## src/rtl/rep_pkg.sv

```systemverilog
// rtl/rep_pkg.sv - shared types and width helpers for the repetition-code transmitter
package rep_pkg;

  typedef enum logic {
    IDLE = 1'b0,
    SEND = 1'b1
  } rep_state_t;

  // Counter width for a modulo-n count; a modulo-1 counter still needs one bit.
  function automatic int unsigned cnt_width(input int unsigned n);
    return (n <= 1) ? 1 : $clog2(n);
  endfunction

  localparam int unsigned DEF_N     = 5;
  localparam int unsigned DEF_W     = 8;
  localparam int unsigned DEF_REP_W = cnt_width(DEF_N);
  localparam int unsigned DEF_BIT_W = cnt_width(DEF_W);

endpackage

```

## src/rtl/rep_counter.sv

```systemverilog
// rtl/rep_counter.sv - modulo counter with enable, synchronous clear and terminal count
module rep_counter #(
  parameter int unsigned MOD   = 2,
  parameter int unsigned WIDTH = 1
) (
  input  logic             clk,
  input  logic             rst_n,
  input  logic             en,
  input  logic             clr,
  output logic [WIDTH-1:0] count,
  output logic             tc
);

  localparam logic [WIDTH-1:0] LAST = WIDTH'(MOD - 1);

  assign tc = (count == LAST);

  always_ff @(posedge clk or negedge rst_n) begin
    if (!rst_n) begin
      count <= '0;
    end else if (clr) begin
      count <= '0;
    end else if (en) begin
      count <= tc ? '0 : count + WIDTH'(1);
    end
  end

endmodule

```

## src/rtl/rep_tx.sv

```systemverilog
// rtl/rep_tx.sv - serial repetition-code transmitter, each payload bit sent N times LSB-first
module rep_tx
  import rep_pkg::*;
#(
  parameter int unsigned N = DEF_N,
  parameter int unsigned W = DEF_W
) (
  input  logic         clk,
  input  logic         rst_n,
  input  logic [W-1:0] in_data,
  input  logic         in_valid,
  output logic         in_ready,
  output logic         tx_bit,
  output logic         tx_valid,
  input  logic         tx_ready,
  output logic         tx_first,
  output logic         tx_last,
  output logic         busy
);

  localparam int unsigned REP_W = cnt_width(N);
  localparam int unsigned BIT_W = cnt_width(W);

  if (N < 1 || (N % 2) == 0) begin : g_bad_n
    $error("rep_tx: N must be odd and at least 1");
  end
  if (W < 1) begin : g_bad_w
    $error("rep_tx: W must be at least 1");
  end

  rep_state_t       state, state_next;
  logic [W-1:0]     shift_reg;
  logic [REP_W-1:0] rep_cnt;
  logic [BIT_W-1:0] bit_cnt;
  logic             rep_tc, bit_tc;
  logic             accept, xfer;

  always_ff @(posedge clk or negedge rst_n) begin
    if (!rst_n) begin
      state <= IDLE;
    end else begin
      state <= state_next;
    end
  end

  // Outputs decode state only; accept/xfer stay internal so nothing is combinational from inputs.
  always_comb begin
    state_next = state;
    in_ready   = 1'b0;
    tx_valid   = 1'b0;
    busy       = 1'b0;
    accept     = 1'b0;
    xfer       = 1'b0;
    case (state)
      IDLE: begin
        in_ready = 1'b1;
        if (in_valid) begin
          accept     = 1'b1;
          state_next = SEND;
        end
      end
      SEND: begin
        tx_valid = 1'b1;
        busy     = 1'b1;
        if (tx_ready) begin
          xfer = 1'b1;
          if (rep_tc && bit_tc) state_next = IDLE;
        end
      end
      default: state_next = IDLE;
    endcase
  end

  assign tx_bit   = (state == SEND) && shift_reg[0];
  assign tx_first = (state == SEND) && (rep_cnt == '0);
  assign tx_last  = (state == SEND) && rep_tc && bit_tc;

  always_ff @(posedge clk or negedge rst_n) begin
    if (!rst_n) begin
      shift_reg <= '0;
    end else if (accept) begin
      shift_reg <= in_data;
    end else if (xfer && rep_tc) begin
      shift_reg <= shift_reg >> 1;
    end
  end

  rep_counter #(.MOD(N), .WIDTH(REP_W)) u_rep_cnt (
    .clk   (clk),
    .rst_n (rst_n),
    .en    (xfer),
    .clr   (accept),
    .count (rep_cnt),
    .tc    (rep_tc)
  );

  rep_counter #(.MOD(W), .WIDTH(BIT_W)) u_bit_cnt (
    .clk   (clk),
    .rst_n (rst_n),
    .en    (xfer && rep_tc),
    .clr   (accept),
    .count (bit_cnt),
    .tc    (bit_tc)
  );

  a_rep_range: assert property (@(posedge clk) disable iff (!rst_n) rep_cnt <= REP_W'(N - 1));
  a_bit_range: assert property (@(posedge clk) disable iff (!rst_n) bit_cnt <= BIT_W'(W - 1));

endmodule

```

## config.mk

```make
export PLATFORM = sky130hd
export DESIGN_NAME = rep_tx
export DESIGN_NICKNAME = d
export VERILOG_FILES = /design/src/rtl/rep_pkg.sv /design/src/rtl/rep_counter.sv /design/src/rtl/rep_tx.sv
export SDC_FILE = /design/constraint.sdc
export NUM_CORES = 1
export LEC_CHECK = 0
export CORE_MARGIN = 2
export CORE_UTILIZATION = 48
export CTS_CLUSTER_DIAMETER = 100
export DETAILED_ROUTE_END_ITERATION = 7
export PLACE_DENSITY = 0.87
export RECOVER_POWER = 50
export SYNTH_ARGS = -nofsm -noshare
export SYNTH_HDL_FRONTEND = slang
export SYNTH_HIERARCHICAL = 1
export SYNTH_SLANG_ARGS = --single-unit
export TNS_END_PERCENT = 50
```

## constraint.sdc

```tcl
create_clock -name clk -period 2.2 [get_ports clk]
set_input_delay 0.55 -clock clk [delete_from_list [all_inputs] [get_ports clk]]
set_output_delay 0.55 -clock clk [all_outputs]
set_load 0.02 [all_outputs]
```

### After elaboration in Yosys (flattened, before gate mapping)

Cells that the tools add are included.
Widths: inputs -> output; s select.

* add/sub/neg operators: 2
* $lt $le $gt $ge: 0
* multiply operators: 0
* divide/modulo/power cells: 0
* bitwise logic cells: 1
* eq/ne operators: 2
* muxes and demuxes: 17
* shifts and indexed selects: 0
* reduce and logical (&&, ||, !) cells: 9

Operator list (number)
* $mux 3: 6
* $mux 8: 2
* $mux 1: 8
* $add 3x1->3 const B: 2
* $eq 3x3->1 const B: 2
* $logic_and 1x1->1: 6
* $reduce_bool 2->1: 2
* $logic_not 3->1: 1
* $pmux 1 s2: 1
* $not 1->1: 1

* ROM bits: 0
* memories kept: 0
* bits in latches: 0
* bits in registers: 15
* output and inout bits: 6
* input port bits: 12
* RAM bits: 0
* word-level logic and storage cells: 35

### Depth between registers and ports, before layout

* depth in word-level cells: 5
* depth in mapped cells: 8
* gate-level depth less buffers: 8

### Hierarchy

Netlist, hierarchy kept.

By module, submodules not included
* rep_tx: area each 490.5 µm², cells each 53, times used 1, seq. area each 225.2 µm²
* rep_counter (u_rep_cnt): area each 170.2 µm², cells each 17, times used 1, seq. area each 75.1 µm²
* rep_counter (u_bit_cnt): area each 151.4 µm², cells each 12, times used 1, seq. area each 75.1 µm²

### Worst setup path after synthesis

No wires, ideal clock.

* path type: register to output
* from: register state
* to: output port tx_first
* buffers on the path: 0
* path slack: 133 ps
* arrival: 1517 ps
* stages on the path, launching flop included: 3
* data required time: 1650 ps
* cells stage by stage: dfrtp_1 -> inv_1 -> nor4_1

* longest elaborated chain between the ends: 1

RTL lines
* start, declared: RTL line rep_tx.sv:31 `rep_state_t state, state_next;`
* start signal, assigned: RTL line rep_tx.sv:42 `state <= state_next;`
* $logic_and 1x1->1: RTL line rep_tx.sv:75 `assign tx_first = (state == SEND) && (rep_cnt == '0);`
* end, declared: RTL line rep_tx.sv:16 `output logic tx_first,`

Every way passes these cells.

### Worst setup path in the final report

* from: register state
* to: output port tx_bit

* longest elaborated chain between the ends: 1

RTL lines
* $logic_and 1x1->1: RTL line rep_tx.sv:74 `assign tx_bit = (state == SEND) && shift_reg[0];`
* end, declared: RTL line rep_tx.sv:13 `output logic tx_bit,`

Every way passes these cells.

==> tab_implementation.tex <==
\begin{tabular}{lr}
\hline
Metric & Value \\
\hline
\multicolumn{2}{l}{\textbf{Run status}} \\
Outcome & finished, final reports clean \\
\multicolumn{2}{l}{\textbf{Place}} \\
Setup slack at placement & 0.0466 ns \\
DPL Wire Length & 1200 µm \\
Weighted congestion reported at the end of routability-driven placement & 0.757 \\
Port Buffers & 17 \\
\multicolumn{2}{l}{\textbf{STA}} \\
Remaining max-slew budget at the tightest pin & 0.553 \\
Max-slew violation count & 0 \\
Fin crit share & 0.939 \\
Worst clock skew & 0.00190 ns \\
Hold Violations, Final & 0 \\
RSZ-0062 raised after global routing & no \\
Worst setup margin & 0.134 ns \\
Endpoints failing setup & 0 \\
Maximum operating frequency & 484 MHz \\
Accumulated negative setup slack & 0 ns \\
Worst Max-Slew Pin Slew & 0.668 ns \\
Shortest period the worst path allows & 2.07 ns \\
\multicolumn{2}{l}{\textbf{Hold path}} \\
Min-Delay Path Class & flip-flop to flip-flop \\
Hold path depth & 2 \\
Hold Path Origin & shift\_reg[7] \\
Hold endpoint & shift\_reg[7] \\
\multicolumn{2}{l}{\textbf{Final layout}} \\
Final net count & 122 \\
Total of fill cells in the finished design & 128 \\
Max FFs per register & 8 \\
Proportion of layout cells with a drive suffix above 1 & 0.219 \\
Final antenna diode count & 0 \\
Area added between synthesis and finish & 27.7\% \\
\multicolumn{2}{l}{\textbf{Die}} \\
Vert. Die Dim & 45.1 µm \\
Standard-cell rows & 14 \\
Floorplan die width & 45.1 µm \\
Total I/O pin count & 18 \\
Die area & 2040 µm² \\
Starting utilization of the core area & 0.527 \\
Floorplan core area & 1540 µm² \\
\multicolumn{2}{l}{\textbf{Setup path}} \\
R2R Path Start & u\_rep\_cnt/count[0] \\
RR Endpoint & u\_bit\_cnt/count[0] \\
Arrival @ worst endpoint & 1.52 ns \\
Kind of end point of the critical path & output pin \\
Setup CP Type & flip-flop to output pin \\
Kind of start point of the critical path & flip-flop \\
Peak fanout along the critical path & 8 \\
Data required time at the worst endpoint & 1.65 ns \\
Path depth of the worst reg2reg path & 9 \\
Worst R2R Setup Slack & 0.47 ns \\
\multicolumn{2}{l}{\textbf{CTS}} \\
Clock tree from TritonCTS & yes \\
Maximum buffer depth of the clock tree & 2 \\
Number of clock sinks seen by CTS & 15 \\
Cell at the root of the clock tree & sky130\_fd\_sc\_hd\_\_clkbuf\_4 \\
Inserted Clock Buffers & 3 \\
Worst-skew pair later-pin latency & 0.28 ns \\
Total of hold buffers inserted after clock tree synthesis & 0 \\
Register clock-pin slew on the reported worst setup and hold paths & 0.08 ns \\
Level count of the clock H-tree & 1 \\
\multicolumn{2}{l}{\textbf{Detailed routing}} \\
Mean routed wirelength per cell & 12.9 µm \\
Routed wire length & 1560 µm \\
DR vias & 632 \\
Routed length on met1 & 670 µm \\
DRT antenna net count & 0 \\
Met2 wire length & 793 µm \\
Initial DRC count & 10 \\
Drt via density & 5.22 \\
DR DRC count & 0 \\
Wire length on met3 & 77 µm \\
Count of TritonRoute iterations in the first routing pass & 4 \\
Top routing layer in use & met4 \\
\multicolumn{2}{l}{\textbf{Yosys}} \\
Net count after synthesis & 98 \\
Synthesis Warnings & 6 \\
Syn Inst Count & 82 \\
Number of register bits inferred by synthesis & 15 \\
Avg Cell Area, Syn & 9.90 µm² \\
Post-synthesis instance area & 812 µm² \\
Yosys cell types & 21 \\
Part of the Yosys area used for sequential elements & 0.462 \\
\multicolumn{2}{l}{\textbf{Global routing}} \\
Number of global-route vias before repair & 663 \\
Residual overflow from global routing & 0 \\
Largest net degree at the start of global routing & 16 \\
First-pass GRT wire length & 2780 µm \\
Antenna violations before repair & 0 \\
Aggregate global-route resource usage & 0.195 \\
\multicolumn{2}{l}{\textbf{Pwr}} \\
Static leakage & 0.000510 µW \\
Worst IR Drop VDD & 591 µV \\
Pwr Density & 988 nW/µm² \\
\multicolumn{2}{l}{\textbf{Flow run}} \\
Max capacitance violation total & 0 \\
\hline
\end{tabular}
-- final cells by class --
| class | instances | area, µm² | share of cell area |
|---|---|---|---|
| multi-input combinational | 59 | 383 | 0.369 |
| sequential | 15 | 375 | 0.362 |
| timing repair buffer | 21 | 198 | 0.191 |
| inverter | 6 | 35.0 | 0.0338 |
| clock buffer | 4 | 26.3 | 0.0253 |
| tap | 16 | 20.0 | 0.0193 |
-- through the flow --
step | util | hold WS, ns | std cells | power, µW | instance area [µm²]
3_3_place_gp | 0.653 | 0.502 | 116 | 839 | 1010
3_5_place_dp | 0.653 | 0.511 | 116 | 876 | 1010
6_report | 0.673 | 0.530 | 121 | 1030 | 1040
5_1_grt | 0.673 | 0.566 | 121 | 1110 | 1040
2_1_floorplan | - | 0.254 | 82 | 724 | 812
4_1_cts | 0.674 | 0.532 | 121 | 1040 | 1040
-- worst max-delay path by stage --
| stage | cells past startpoint | endpoint | from |
|---|---|---|---|
| global placement | 6 | tx_last | u_rep_cnt/count[0] |
| detailed placement | 6 | tx_last | u_rep_cnt/count[0] |
| CTS | 2 | tx_first | u_rep_cnt/count[1] |
| global route | 3 | tx_bit | state |
| floorplan | 2 | tx_first | state |
| finish | 3 | tx_bit | state |
-- synth_stat cells, drive strengths merged --
cell | n | area share
o211a | 1 | 0.012
nand2b | 3 | 0.023
or3b | 1 | 0.011
mux2i | 3 | 0.037
ha | 4 | 0.062
a21oi | 18 | 0.15
nor4 | 1 | 0.0077
buf | 2 | 0.023
and2 | 2 | 0.018
dfrtp | 15 | 0.46
nor3 | 1 | 0.012
nand2 | 10 | 0.046
and3 | 1 | 0.0092
nor2 | 11 | 0.051
nand3 | 3 | 0.034
inv | 5 | 0.032
clkinv | 1 | 0.011
-- layer usage --
layer,vias to the layer above,GRT usage
li1,319,-
met1,294,0.224
met2,17,0.337
met3,2,0.0560
met4,0,0.0824
met5,-,0
-- layout by cell type, fill, tap and decap left out, drive strengths merged, types with 4 or more instances in the layout --
cell type	instances
a21oi	18
buf	4
clkbuf	5
clkdlybuf4s50	13
dfrtp	15
ha	4
inv	5
nand2	10
nor2	11
-- critical path, stage by stage (launching register included) --
cell and delay, ns:
sky130_fd_sc_hd__dfrtp_1 0.38, sky130_fd_sc_hd__buf_4 0.17, sky130_fd_sc_hd__and2_2 0.16, sky130_fd_sc_hd__clkdlybuf4s50_1 0.53
-- cells by family (layout without fill, tap and decap cells) --
family | after synthesis | after routing | synth area share
buffers and inverters | 8 | 31 | 0.0663
multiplexers | 3 | 3 | 0.0370
AND/OR/NAND/NOR | 33 | 33 | 0.213
AO/OA/AOI/OAI | 19 | 19 | 0.160
adder cells (fa/ha/maj) | 4 | 4 | 0.0616
flip-flops | 15 | 15 | 0.462
-- power by group --
part	switching (µW)	leakage (µW)	internal (µW)
registers	82.5	0.000188	387
logic	201	0.000307	201
clock network	83.7	0.0000150	70.3
-- what timing repair did --
item | CTS | global route
resized for setup | 1 | 3
pin swaps | 0 | 0
setup buffers | 1 | 0
endpoints found under the setup margin | 1 | 2
No activity file was read; power rests on OpenSTA's default activity.
==> variant 1 (config.mk and constraints unchanged) <==
`DEF_W`: 8 -> 12.
--- a/src/rtl/rep_pkg.sv
+++ b/src/rtl/rep_pkg.sv
@@ -13,5 +13,5 @@
 
   localparam int unsigned DEF_N     = 5;
-  localparam int unsigned DEF_W     = 8;
+  localparam int unsigned DEF_W     = 12;
   localparam int unsigned DEF_REP_W = cnt_width(DEF_N);
   localparam int unsigned DEF_BIT_W = cnt_width(DEF_W);
Interface: changed (resized in_data); port bits go from 18 to 22. No check against the original RTL was run, so the function may have changed too.
==> variant 1 against the original RTL <==
Sequential share of layout area rose by 0.78 points; count of clock-buffer cells in the layout did not move; global-route usage fell by 0.81 points; hold slack improved by 0.0070 ns; wire length rose by 34%; critical path type unchanged; cell area rose by 31%; power rose by 26%; synthesized area rose by 36%; utilization fell by 5.5 points; worst setup slack got worse by 0.010 ns; maximum frequency fell by 0.49%; final cell count rose by 39%; highest routed layer unchanged; sequential cell count rose by 5.
==> variant 1: results (changes against the original RTL) <==
The standard cell area after detailed placement came out at 0.00133 mm^2 (+32%). The total half-perimeter wirelength after legalization and detailed placement came out at 1560 um (+30%). The endpoint of the most critical register-to-register path is shift_reg[9]$_DFFE_PN0P_. The post-synthesis compound-gate area fraction came to 0.213 (+0.0529).

The global-route wire length before repair is 3790 um (+36%). The average detailed-routed wire length per instance is 12.4 um (-3.8%). The net count of the mapped netlist was 135 (+38%). The flow ran to the end, and the final reports show no timing, DRC or antenna violations. The TritonCTS sink count is 20 (+5). The number of flip-flops in the largest register came out at 12 (+4). The worst slew slack as a fraction of its limit is 0.276 (-0.277). The portion of netlist area occupied by mux cells came out at 0.0272 (-0.00977). The number of filler cells placed in the layout came out at 199 (+55%). The number of multi-input combinational cells in the layout was 85 (+44%).

The number of ordinary and repair buffers in the finished layout is 25 (+19%). The worst hold path terminates at shift_reg[0]$_DFFE_PN0P_. The violation count after the first detailed-routing iteration was 26 (+16).

The share of synthesized cell area in full adder, half adder and majority cells is 0.0340 (-0.0276). The number of setup buffers added after CTS is 0 (-1). The placement-stage worst setup slack came out at 0.0467 ns (+0.0000912 ns). The overall via count from detail_route is 899 (+42%). The all-layer global routing usage came out at 0.187 (-0.00814). The minimum hold slack came out at 0.537 ns (+0.00698 ns). The worst-case register-to-register setup slack came out at 0.50 ns (+0.03 ns). The worst ir drop on vdd is 0.000731 V (+24%). The final-layout non-clock buffer area share was 0.170 (-0.0205). The final critical delay including setup and external delays is 2.08 ns (+0.0102 ns). The number of gates given a new drive strength after cts came to 3 (+2). The worst clock skew on the final layout was 0.00165 ns (-0.000246 ns).
[variant 1: cell types whose count changed in the layout (fill, tap and decap cells not counted), sizes merged, moves of 3 or more]
cell | before | now
a21oi | 18 | 27
nand2 | 10 | 17
nor2 | 11 | 17
clkdlybuf4s50 | 13 | 18
dfrtp | 15 | 20
o21ai | 0 | 3
[variant 1: critical path, stage by stage, from the launching register on]
cell and delay, ns:
sky130_fd_sc_hd__dfrtp_1 0.36, sky130_fd_sc_hd__buf_4 0.15, sky130_fd_sc_hd__and2_1 0.13, sky130_fd_sc_hd__clkdlybuf4s50_1 0.60
[variant 1: power breakdown]
part	internal [mW]	switching, mW
sequential	0.513	0.119
clock	0.101	0.106
combinational	0.220	0.236
[variant 1: per-layer routing]
metal	share of wire	vias to the layer above	routed length, um	GRT usage
li1	-	434	-	-
met2	0.50	27	1030	0.348
met4	0.0048	0	10	0.0658
met5	0	-	0	0
met3	0.053	2	110	0.0201
met1	0.45	436	930	0.220
==> variant 2 (same settings) <==
Made on the original files. Reset style: synchronous (`rst_n`), changed in 3 clocked blocks.
--- a/src/rtl/rep_counter.sv
+++ b/src/rtl/rep_counter.sv
@@ -16,5 +16,5 @@
   assign tc = (count == LAST);
 
-  always_ff @(posedge clk or negedge rst_n) begin
+  always_ff @(posedge clk) begin
     if (!rst_n) begin
       count <= '0;
--- a/src/rtl/rep_tx.sv
+++ b/src/rtl/rep_tx.sv
@@ -36,5 +36,5 @@
   logic             accept, xfer;
 
-  always_ff @(posedge clk or negedge rst_n) begin
+  always_ff @(posedge clk) begin
     if (!rst_n) begin
       state <= IDLE;
@@ -76,5 +76,5 @@
   assign tx_last  = (state == SEND) && rep_tc && bit_tc;
 
-  always_ff @(posedge clk or negedge rst_n) begin
+  always_ff @(posedge clk) begin
     if (!rst_n) begin
       shift_reg <= '0;
Formal check against the unedited RTL: differs if rst_n is asserted again (counterexample within 4 cycles, from zero or initial values and one cycle with rst_n low); with rst_n held inactive, the same outputs for 10 cycles.
==> variant 2 against the original RTL <==
Maximum frequency decreased by 3.7%; register-to-register slack gained 0.11 ns; global-route usage shrank 4.2 points; worst setup slack worse by 0.080 ns; cell area decreased by 9.5%; clock skew rose by 0.00075 ns; synthesized area is 9.1% lower; sequential cell count unchanged; wire length decreased by 15%; non-clock buffer count fell by 3; synthesized cell count grew 3.7%; critical endpoint is now tx_last; largest cell class unchanged.
Power is not compared: it rests on default switching activity, and its combinational part moved more than twofold at a synthesized area within 25%.
==> variant 2: results (changes against the original RTL) <==
The all-layer global routing usage was 0.153 (-0.0420). The met2 wirelength from detailed routing was 639 um (-19%). The cell family contributing the most delay on the critical path is flip-flops.

The maximum fanout along the worst path came out at 4 (-4). The number of gates given a new drive strength after cts was 2 (+1). The overall via count from detail_route is 646 (+2.2%). The area growth from synthesis to layout came out at 27.1%.

The worst hold endpoint is shift_reg[0]$_SDFFE_PN0P_. The maximum number of pins on one net before global-route repair is 12 (-4). The leakage power total is 0.361 nW. The number of multi-input combinational cells in the layout came out at 63 (+6.8%). The number of global-route vias before repair came out at 549 (-17%). The total half-perimeter wirelength after legalization and detailed placement is 1050 um (-13%). The largest individual stage delay along the critical path comes from the cell sky130_fd_sc_hd__dfxtp_1. The startpoint identified for the worst register-to-register timing path is u_rep_cnt/count[1]$_SDFFE_PP0P_.

The arrival time at the worst endpoint came out at 1.60 ns (+0.08 ns). The number of ordinary and repair buffers in the finished layout is 18 (-14%). The number of setup buffers added after CTS came to 0 (-1). The met3 routed wirelength came out at 70 um (-9.1%). The worst clock skew on the final layout is 0.00264 ns (+0.000746 ns). The flow ran to the end, and the final reports show no timing, DRC or antenna violations. The violation count after the first detailed-routing iteration was 9 (-1). The met1 track demand over resource in global routing is 0.199 (-0.0255). The worst register-to-register path ends at u_bit_cnt/count[0]$_SDFFE_PP0P_. The share of flip-flops with an asynchronous set or reset after synthesis came out at 0 (-1.00). The share of the yosys chip area belonging to registers came to 0.407 (-0.0555). The upper clock frequency limit came to 466 MHz (-3.7%). The average size of a mapped cell is 8.68 um^2 (-12%). The fraction of final layout cells sized beyond drive strength 1 is 0.105 (-0.114).

The net count of the mapped netlist was 101 (+3.1%). The worst slew slack as a fraction of its limit came out at 0.791 (+0.238). The final-layout non-clock buffer area share was 0.187 (-0.00393). The detailed-route wire length on metal 1 is 590 um (-12%). The global-route wire length before repair is 2170 um (-22%). The fraction of area in clock buffers and inverters is 0.0280 (+0.00267). The final RePlAce weighted congestion is 0.832 (+10%). The average detailed-routed wire length per instance came out at 11.0 um (-15%). The number of library cell types mapped by synthesis is 25 (+19%). The number of filler cells placed in the layout is 138 (+7.8%).

Sorting the synthesized cells by how often they occur yields 17 x sky130_fd_sc_hd__a21oi_1, 15 x sky130_fd_sc_hd__dfxtp_1, 9 x sky130_fd_sc_hd__nand2_1, 9 x sky130_fd_sc_hd__o21ai_0. The routing usage on met3 is 0.0255 (-0.0305). The placement-stage worst setup slack came out at 0.113 ns (+0.0667 ns).

The capturing instance or port of the critical path is tx_last. The number of non-clock inverters in the layout is 5 (-1).
-- variant 2: changes by cell type after synthesis, moves of 2 or more --
cell and delta:
sky130_fd_sc_hd__dfrtp_1 -15, sky130_fd_sc_hd__nor2_1 -8, sky130_fd_sc_hd__and2_2 -2, sky130_fd_sc_hd__a21oi_2 -7, sky130_fd_sc_hd__nand3b_1 +2, sky130_fd_sc_hd__a21oi_1 +7, sky130_fd_sc_hd__and2_1 +2, sky130_fd_sc_hd__dfxtp_1 +15
sky130_fd_sc_hd__o21ai_0 +9
-- variant 2: cells by family after synthesis --
kind of cell | Yosys count | synth area share
compound gates | 29 | 0.212
buf+inv | 7 | 0.0593
simple gates | 27 | 0.214
flops | 15 | 0.407
mux | 3 | 0.0407
fa+ha+maj | 4 | 0.0678
-- variant 2: where the power goes --
group	switching (mW)	internal (mW)	total, mW	leakage (nW)
combinational	0.0407	0.0430	0.0837	0.223
sequential	0.00695	0.285	0.292	0.123
clock	0.0840	0.0705	0.154	0.0150
